`config.mk`:
```
export PLATFORM = sky130hd
export DESIGN_NAME = display_scheduler
export DESIGN_NICKNAME = d
export VERILOG_FILES = /design/src/rtl/display_scheduler.sv
export SDC_FILE = /design/constraint.sdc
export NUM_CORES = 1
export LEC_CHECK = 0
export BUFFER_PORTS_ARGS = -buffer_cell sky130_fd_sc_hd__buf_2
export CORE_MARGIN = 4
export CORE_UTILIZATION = 49
export DETAILED_ROUTE_END_ITERATION = 16
export HOLD_SLACK_MARGIN = 0.03
export PLACE_DENSITY = 0.76
export SLEW_MARGIN = 20
export SYNTH_ARGS = -nofsm -noshare
export SYNTH_HDL_FRONTEND = slang
export SYNTH_SLANG_ARGS = --single-unit
```
`constraint.sdc`:
```
create_clock -name clk -period 2.1 [get_ports clk]
set_clock_uncertainty 0.15 [all_clocks]
set_input_delay 0.105 -clock clk [delete_from_list [all_inputs] [get_ports clk]]
set_output_delay 0.105 -clock clk [all_outputs]
set_load 0.02 [all_outputs]
```
`src/rtl/display_scheduler.sv`:
```
// Round-robin scheduler that shows one of three 7-bit values on a two-digit
// display for DWELL cycles per grant, with saturation, hold and abort handling.
module display_scheduler #(
  parameter int unsigned DWELL = 16
) (
  input  logic       clk,
  input  logic       rst,
  input  logic [2:0] req,
  input  logic [6:0] val0,
  input  logic [6:0] val1,
  input  logic [6:0] val2,
  input  logic       hold,
  output logic [6:0] wholeNum,
  output logic [2:0] grant,
  output logic [2:0] done,
  output logic       blank,
  output logic       ovf
);

  localparam int unsigned CNT_W    = 16;
  localparam logic [CNT_W-1:0] CNT_LAST = CNT_W'(DWELL - 1);
  localparam logic [6:0] MAX_SHOWN = 7'd99;

  typedef enum logic [1:0] {
    IDLE = 2'd0,
    LOAD = 2'd1,
    SHOW = 2'd2,
    NEXT = 2'd3
  } state_e;

  state_e           state_q, state_d;
  logic [1:0]       sel_q, sel_d;
  logic [1:0]       last_q, last_d;
  logic [CNT_W-1:0] cnt_q, cnt_d;
  logic [6:0]       num_q, num_d;
  logic [2:0]       grant_q, grant_d;
  logic [2:0]       done_q, done_d;
  logic             blank_q, blank_d;
  logic             ovf_q, ovf_d;
  logic [6:0]       val_sel;

  // Search order last+1, last+2, last (mod 3); lone requester wins again.
  function automatic logic [1:0] rr_pick(input logic [1:0] lst, input logic [2:0] r);
    logic [1:0] c0, c1;
    c0 = (lst >= 2'd2) ? 2'd0 : lst + 2'd1;
    c1 = (c0 >= 2'd2) ? 2'd0 : c0 + 2'd1;
    if (r[c0])      rr_pick = c0;
    else if (r[c1]) rr_pick = c1;
    else            rr_pick = lst;
  endfunction

  always_comb begin
    case (sel_q)
      2'd1:    val_sel = val1;
      2'd2:    val_sel = val2;
      default: val_sel = val0;
    endcase
  end

  always_comb begin
    state_d = state_q;
    sel_d   = sel_q;
    last_d  = last_q;
    cnt_d   = cnt_q;
    num_d   = num_q;
    grant_d = grant_q;
    done_d  = 3'b000;
    blank_d = blank_q;
    ovf_d   = ovf_q;
    case (state_q)
      IDLE: begin
        if (|req) begin
          sel_d   = rr_pick(last_q, req);
          state_d = LOAD;
        end
      end
      LOAD: begin
        num_d   = (val_sel > MAX_SHOWN) ? MAX_SHOWN : val_sel;
        ovf_d   = (val_sel > MAX_SHOWN);
        grant_d = 3'b001 << sel_q;
        blank_d = 1'b0;
        cnt_d   = '0;
        state_d = SHOW;
      end
      SHOW: begin
        // Abort outranks hold; hold outranks dwell completion.
        if (!req[sel_q]) begin
          last_d  = sel_q;
          state_d = NEXT;
        end else if (hold) begin
          cnt_d = cnt_q;
        end else if (cnt_q == CNT_LAST) begin
          done_d  = 3'b001 << sel_q;
          last_d  = sel_q;
          state_d = NEXT;
        end else begin
          cnt_d = cnt_q + CNT_W'(1);
        end
      end
      NEXT: begin
        if (|req) begin
          sel_d   = rr_pick(last_q, req);
          state_d = LOAD;
        end else begin
          num_d   = 7'd0;
          grant_d = 3'b000;
          ovf_d   = 1'b0;
          blank_d = 1'b1;
          state_d = IDLE;
        end
      end
      default: state_d = IDLE;
    endcase
  end

  always_ff @(posedge clk) begin
    if (rst) begin
      state_q <= IDLE;
      sel_q   <= 2'd0;
      last_q  <= 2'd2;
      cnt_q   <= '0;
      num_q   <= 7'd0;
      grant_q <= 3'b000;
      done_q  <= 3'b000;
      blank_q <= 1'b1;
      ovf_q   <= 1'b0;
    end else begin
      state_q <= state_d;
      sel_q   <= sel_d;
      last_q  <= last_d;
      cnt_q   <= cnt_d;
      num_q   <= num_d;
      grant_q <= grant_d;
      done_q  <= done_d;
      blank_q <= blank_d;
      ovf_q   <= ovf_d;
    end
  end

  assign wholeNum = num_q;
  assign grant    = grant_q;
  assign done     = done_q;
  assign blank    = blank_q;
  assign ovf      = ovf_q;

endmodule

```
==> impl_metrics.ini, run 1 <==
[clock_tree]
cts_sinks = 37
cts-root-buf = clkbuf_8
cts_buffer_depth = 2
cts.htree.levels = 2
cts_buffers = 5
post_cts_buffers = 0
clk_latency_ps = 290
cts.clk_slew.worst_paths_ps = 70
cts_tree = built

[placed_design]
postPlaceCellArea_um2 = 2322
io_buffers = 41
place.gp.congestion = 0.8048
hpwl_mm = 3.607

[drt]
wl_per_cell_um = 14.33
routed_wl_mm = 4.815
num_vias = 1878
firstDrtPassIters = 4
drcViolationCount = 0
viasPerCell = 5.589
ant_nets = 0
drt_iter0_drc = 120

[worst_setup_path]
r2r-end = done[1]$_SDFF_PP0_
worstSetupPathType = reg -> reg
r2r_cells = 6
worst_path_max_delay_cell = or4_4
max_stage_delay_ps = 460
critPathLaunchType = flip-flop
r2r-start = cnt_q[0]$_SDFFE_PP0P_
reg2reg_slack_ps = 70
path_max_fanout = 3
cp.arrival_ps = 2100
critPathLaunch = cnt_q[0]$_SDFFE_PP0P_
worstPathCellList = ha_4, nand4bb_1, or4_4, or3_4, nor4_4, and2_1
required_ps = 2180
endpoint_kind = flip-flop

[grt]
grt_use_total = 0.1957
grtUsageMet3 = 0.04488
grt.met2_usage = 0.3316
grt_pass1_wl_mm = 8.183
grt.overflow.total = 0
antenna_found_initial = 0
grt_max_degree = 23
grt_pass1_vias = 1825
grt_busiest_layer = met2
met1_usage = 0.2423

[cells_and_area]
fin_util = 0.6639
nNetsFinal = 324
drive_above_1_share = 0.2813
finalInstanceArea_um2 = 2504
syn_to_final_growth_pct = 26.65
insertedDiodeCount = 0

[synth]
syn_avg_cell_area_um2 = 8.633
yosys.area.top_type = dfxtp_1
yosys.area_share.simple = 0.2519
yosys_warnings = 0
synth_fa_ha_area_frac = 0.05696
syn-num-nets = 265
yosysMostFrequentCell = dfxtp_1
synth_seq_area_share = 0.3747
synth_seq_cells = 37
synthesis.area_um2 = 1977
synth_xor_xnor_area_share = 0
synth_top_cell_area_share = 0.3747
post_synth_mux_area_share = 0.04051
synthTopCellsByArea = dfxtp_1 (37%), ha_1 (5.7%), mux2i_1 (4.1%)
syn_inst = 229
yosysUniqueCellTypes = 44
synth_edf_count = 0
synth-compound-area-share = 0.2323
synth_top_family_by_area = simple AND/OR/NAND/NOR gates
async_flop_share = 0
synth_ff_type = dfxtp_1
synthTopCellsByCount = dfxtp_1 (37), nand2_1 (20), nor2_1 (19), a21oi_1 (15)

[power_and_ir_drop]
p_switching_w = 0.001151
p_leak_nw = 1.028
power_frac_comb = 0.520
ir_worst_vdd_mv = 0.8723
clkPwrFrac = 0.172
p_int_w = 0.001725
cellPowerDensity_nw_per_um2 = 1149
seqPwrFrac = 0.308
switching_share = 0.4002

[floorplan]
core_um2 = 3771
dieArea_um2 = 5114
die_w_um = 71.52
initial_utilization = 0.5242
die-height_um = 71.52
io_pins = 42
num_rows = 22

[worst_hold_path]
whs_path_depth = 4
min_to = wholeNum[0]$_SDFFE_PP0P_
hold_start = val0[0]
hp-class = in -> reg

[timing]
hold_violations = 0
tightest_slew_ps = 457.6
fmax_mhz = 493.5
period_share = 0.9649
setup_viol = 0
relSlewSlack = 0.6917
fin_crit_ps = 2026
rsz0062_at_grt = yes
slew_viol_final = 0
whs_ps = 76.01

[run_status]
status = finished, final reports clean

[flow_run]
maxCapViolCount = 0
[worst max-delay path by stage]
stage                       endpoint  depth (start not counted)
2_1_floorplan  cnt_q[0]$_SDFFE_PP0P_                          8
3_3_place_gp      done[2]$_SDFF_PP0_                          6
3_5_place_dp      done[1]$_SDFF_PP0_                          6
4_1_cts           done[1]$_SDFF_PP0_                          6
5_1_grt           done[1]$_SDFF_PP0_                          6
6_report          done[1]$_SDFF_PP0_                          6
[logic make-up (layout without fill, tap and decap cells)]
logic type	count (synthesis)	after routing
muxes	8	8
buffers and inverters	18	77
AOI/OAI and AO/OA	65	65
DFF	37	37
and+or+nand+nor	92	92
adders and majority gates	9	9
[routing by layer]
| metal | share of wire | vias to the layer above |
|---|---|---|
| met1 | 0.45 | 879 |
| met2 | 0.50 | 33 |
| met5 | 0 | - |
| met3 | 0.036 | 8 |
| li1 | - | 958 |
| met4 | 0.017 | 0 |
[through the flow]
step / total power, W / cells / setup slack [ps] / TNS, ps
2_1_floorplan: 0.001870 / 229 / 38.65 / 0
3_3_place_gp: 0.002298 / 325 / 98.42 / 0
3_5_place_dp: 0.002324 / 325 / 6.937 / 0
4_1_cts: 0.002840 / 336 / 31.28 / 0
5_1_grt: 0.003089 / 336 / -0.3111 / -0.3111
6_report: 0.002876 / 336 / 73.74 / 0
[cell usage in the layout, fill, tap and decap left out, types with 5 or more instances in the layout]
cell / count
a22o_1: 5
nor2_1: 19
dfxtp_1: 35
inv_1: 9
o21ai_0: 8
mux2i_1: 8
clkbuf_8: 6
and2_1: 5
buf_2: 41
o21ai_1: 5
or3_1: 5
nor3_1: 7
nand3_1: 6
and3_1: 5
a21oi_1: 15
a22oi_1: 5
a21oi_2: 5
or4_1: 8
buf_4: 15
nand2_1: 20
o31ai_1: 6
[cell type report]
class	count	area [µm²]
inverter	9	33.78
multi-input combinational	174	1202
sequential	37	743.2
timing repair buffer	61	377.9
tap	48	60.06
clock buffer	7	86.33
fill	299	1267
[power by group through the flow]
stage                     Combinational [W]  Clock (W)  Sequential [W]
after floorplan                    0.000866          0         0.00100
after global placement              0.00140          0        0.000895
after detailed placement            0.00143          0        0.000898
after CTS                           0.00144   0.000511        0.000883
after global routing                0.00165   0.000537        0.000899
final                               0.00150   0.000496        0.000885
[timing repair]
item / 4_1_cts / 5_1_grt
resized for setup: 1 / 11
setup endpoints to repair: 3 / 12
hold buffers: 4 / 0
endpoints found under the hold margin: 9 / 0
pin swaps: 0 / 0
[state kept, by name, summed over array words and instances, names as in the netlist]
name      cells
cnt_q        16
wholeNum      7
done          3
grant         3
last_q        2
sel_q         2
state_q       2
blank         1
ovf           1
[worst max-delay path: cells and delay by family (launching register included)]
kind                       cells  cell delay [ps]
and+or+nand+nor                5             1340
DFF                            1              350
adders and majority gates      1              130
Power figures use the tool's default switching activity.
==> run 2, diff against run 1 <==
BUFFER_PORTS_ARGS = -buffer_cell sky130_fd_sc_hd__clkbuf_2   (was -buffer_cell sky130_fd_sc_hd__buf_2)
CORE_MARGIN = default   (was 4)
==> run 2 against run 1 <==
Effect of this change: combinational power rose by 7%; flip-flop and latch count did not move; count of clock-buffer cells in the layout fell by 2; critical path depth rose by 1; design area rose by 3.1%; setup slack got worse by 68 ps; worst hold slack got worse by 17 ps; non-clock buffer count rose by 5; first-iteration DRC count rose by 50%; critical path type unchanged; critical endpoint is now cnt_q[11]$_SDFFE_PP0P_; highest routed layer unchanged.
==> impl_metrics.ini, run 2 (synthesized netlist as in run 1, its figures left out) <==
[floorplan]
dieArea_um2 = 4292
initial_utilization = 0.5242
num_rows = 22
die_w_um = 65.52
die-height_um = 65.52
io_pins = 42
core_um2 = 3771

[drt]
ant_nets = 0
viasPerCell = 5.765
top_layer_used = met4
drcViolationCount = 0
wl_met3_um = 142
wl_per_cell_um = 14.52
num_vias = 1960
routed_wl_mm = 4.937
firstDrtPassIters = 4
wl_met2_mm = 2.508
drt_iter0_drc = 180
drt-met1-wl_mm = 2.196

[power_and_ir_drop]
ir_worst_vdd_mv = 0.9453
switching_share = 0.4056
cellPowerDensity_nw_per_um2 = 1139
p_int_w = 0.001748
p_switching_w = 0.001193
clkPwrFrac = 0.154
total_power_w = 0.002941
power_frac_comb = 0.543
p_leak_nw = 1.067
seqPwrFrac = 0.303

[worst_setup_path]
endpoint_kind = flip-flop
path_max_fanout = 16
critPathLaunch = cnt_q[0]$_SDFFE_PP0P_
worstPathCellList = ha_4, nand4bb_1, or4_4, o2111ai_4, clkbuf_16, or3_4, a21oi_2
r2r-end = cnt_q[11]$_SDFFE_PP0P_
worst_path_max_delay_cell = or4_4
required_ps = 2130
critPathLaunchType = flip-flop
r2r-start = cnt_q[0]$_SDFFE_PP0P_
reg2reg_slack_ps = 6
cp.arrival_ps = 2120
worstSetupPathType = reg -> reg
crit_path_end = cnt_q[11]$_SDFFE_PP0P_
r2r_cells = 7
max_stage_delay_ps = 470

[clock_tree]
cts.htree.levels = 2
cts_tree = built
cts_buffers = 5
cts-root-buf = clkbuf_8
cts_sinks = 37
clk_latency_ps = 290
cts.clk_slew.worst_paths_ps = 60
cts_buffer_depth = 2

[cells_and_area]
top_register = cnt_q
nNetsFinal = 329
layout_commonest_cell = clkbuf_2
largest_reg_flops = 16
drive_above_1_share = 0.3082
insertedDiodeCount = 0
syn_to_final_growth_pct = 30.57
layout_common_cells = clkbuf_2 (41), dfxtp_1 (35), nand2_1 (20), nor2_1 (19), buf_4 (18)
fillers = 304
finalInstanceArea_um2 = 2581

[timing]
fmax_mhz = 477.6
rsz0062_at_grt = yes
hold_violations = 0
relSlewSlack = 0.6871
slew_viol_final = 0
fin_setup_tns_ps = 0
fin_crit_ps = 2094
fin_ws_ps = 6.176
tightest_slew_ps = 464.5
period_share = 0.9971
setup_viol = 0

[placed_design]
place.gp.congestion = 0.8127
io_buffers = 41
hpwl_mm = 3.403
dp_slack_ps = 18.80
postPlaceCellArea_um2 = 2330

[grt]
grt_pass1_vias = 1659
grt_max_degree = 33
grt.overflow.total = 0
grt_use_total = 0.2268
antenna_found_initial = 0
grt_pass1_wl_mm = 7.465

[flow_run]
maxCapViolCount = 0

[worst_hold_path]
hp-class = in -> reg

[run_status]
status = finished, final reports clean
==> run 2: changes by cell type in the layout (fill, tap and decap cells not counted), moves of 2 or more <==
cell,delta
buf_2,-41
a21oi_1,-2
clkbuf_2,+41
or4_1,-2
a21oi_2,+2
or4_4,+2
buf_4,+3
clkbuf_16,+2
==> run 2: power groups by stage <==
| stage | clock network [W] | logic [W] | registers (W) |
|---|---|---|---|
| floorplan | 0 | 0.000866 | 0.00100 |
| global placement | 0 | 0.00142 | 0.000899 |
| detailed placement | 0 | 0.00144 | 0.000903 |
| CTS | 0.000470 | 0.00145 | 0.000889 |
| global route | 0.000490 | 0.00176 | 0.000902 |
| finish | 0.000453 | 0.00160 | 0.000892 |
==> run 2: metal layers <==
layer  global-route usage  vias up
li1                     -      976
met1               0.2956      940
met2               0.3570       33
met3              0.04861       11
met4               0.1005        0
met5                    0        -
==> run 2: critical path, delay by kind of cell, from the launching register on <==
family	cells	cell delay [ps]
buf+inv	1	240
simple gates	3	730
compound gates	2	360
flops	1	360
fa+ha+maj	1	140
==> run 2: repair_timing <==
action,CTS,global route
cloned,0,2
hold buffers,4,0
endpoints found under the hold margin,5,0
gates resized for setup,0,16
setup buffers,0,2
setup endpoints to repair,1,25
pin swaps,0,3
==> run 2: layout make-up <==
class	count	area, µm²	area share
Tap cell	48	60.06	0.02327
Sequential cell	37	743.2	0.2879
Clock inverter	1	5.005	0.001939
Clock buffer	5	68.82	0.02666
Timing Repair Buffer	66	450.4	0.1745
Multi-Input combinational cell	174	1220	0.4726
Inverter	9	33.78	0.01309
==> run 2: metrics by stage <==
| step | hold WS (ps) | utilization | std cells |
|---|---|---|---|
| after CTS | 40.00 | 0.6480 | 336 |
| after global placement | 286.9 | 0.6178 | 326 |
| after floorplan | 107.3 | - | 229 |
| after global routing | 56.13 | 0.6845 | 340 |
| after detailed placement | 287.7 | 0.6178 | 326 |
| final | 59.33 | 0.6845 | 340 |
==> run 2: how the worst min path moves through the flow <==
| stage | start | to | slack (ps) | depth (start not counted) |
|---|---|---|---|---|
| 2_1_floorplan | rst | blank$_SDFFE_PP1P_ | 110 | 2 |
| 3_3_place_gp | val0[4] | wholeNum[4]$_SDFFE_PP0P_ | 290 | 3 |
| 3_5_place_dp | rst | blank$_SDFFE_PP1P_ | 290 | 3 |
| 4_1_cts | val0[0] | wholeNum[0]$_SDFFE_PP0P_ | 40 | 4 |
| 5_1_grt | val0[1] | wholeNum[1]$_SDFFE_PP0P_ | 60 | 4 |
| 6_report | val0[0] | wholeNum[0]$_SDFFE_PP0P_ | 60 | 4 |
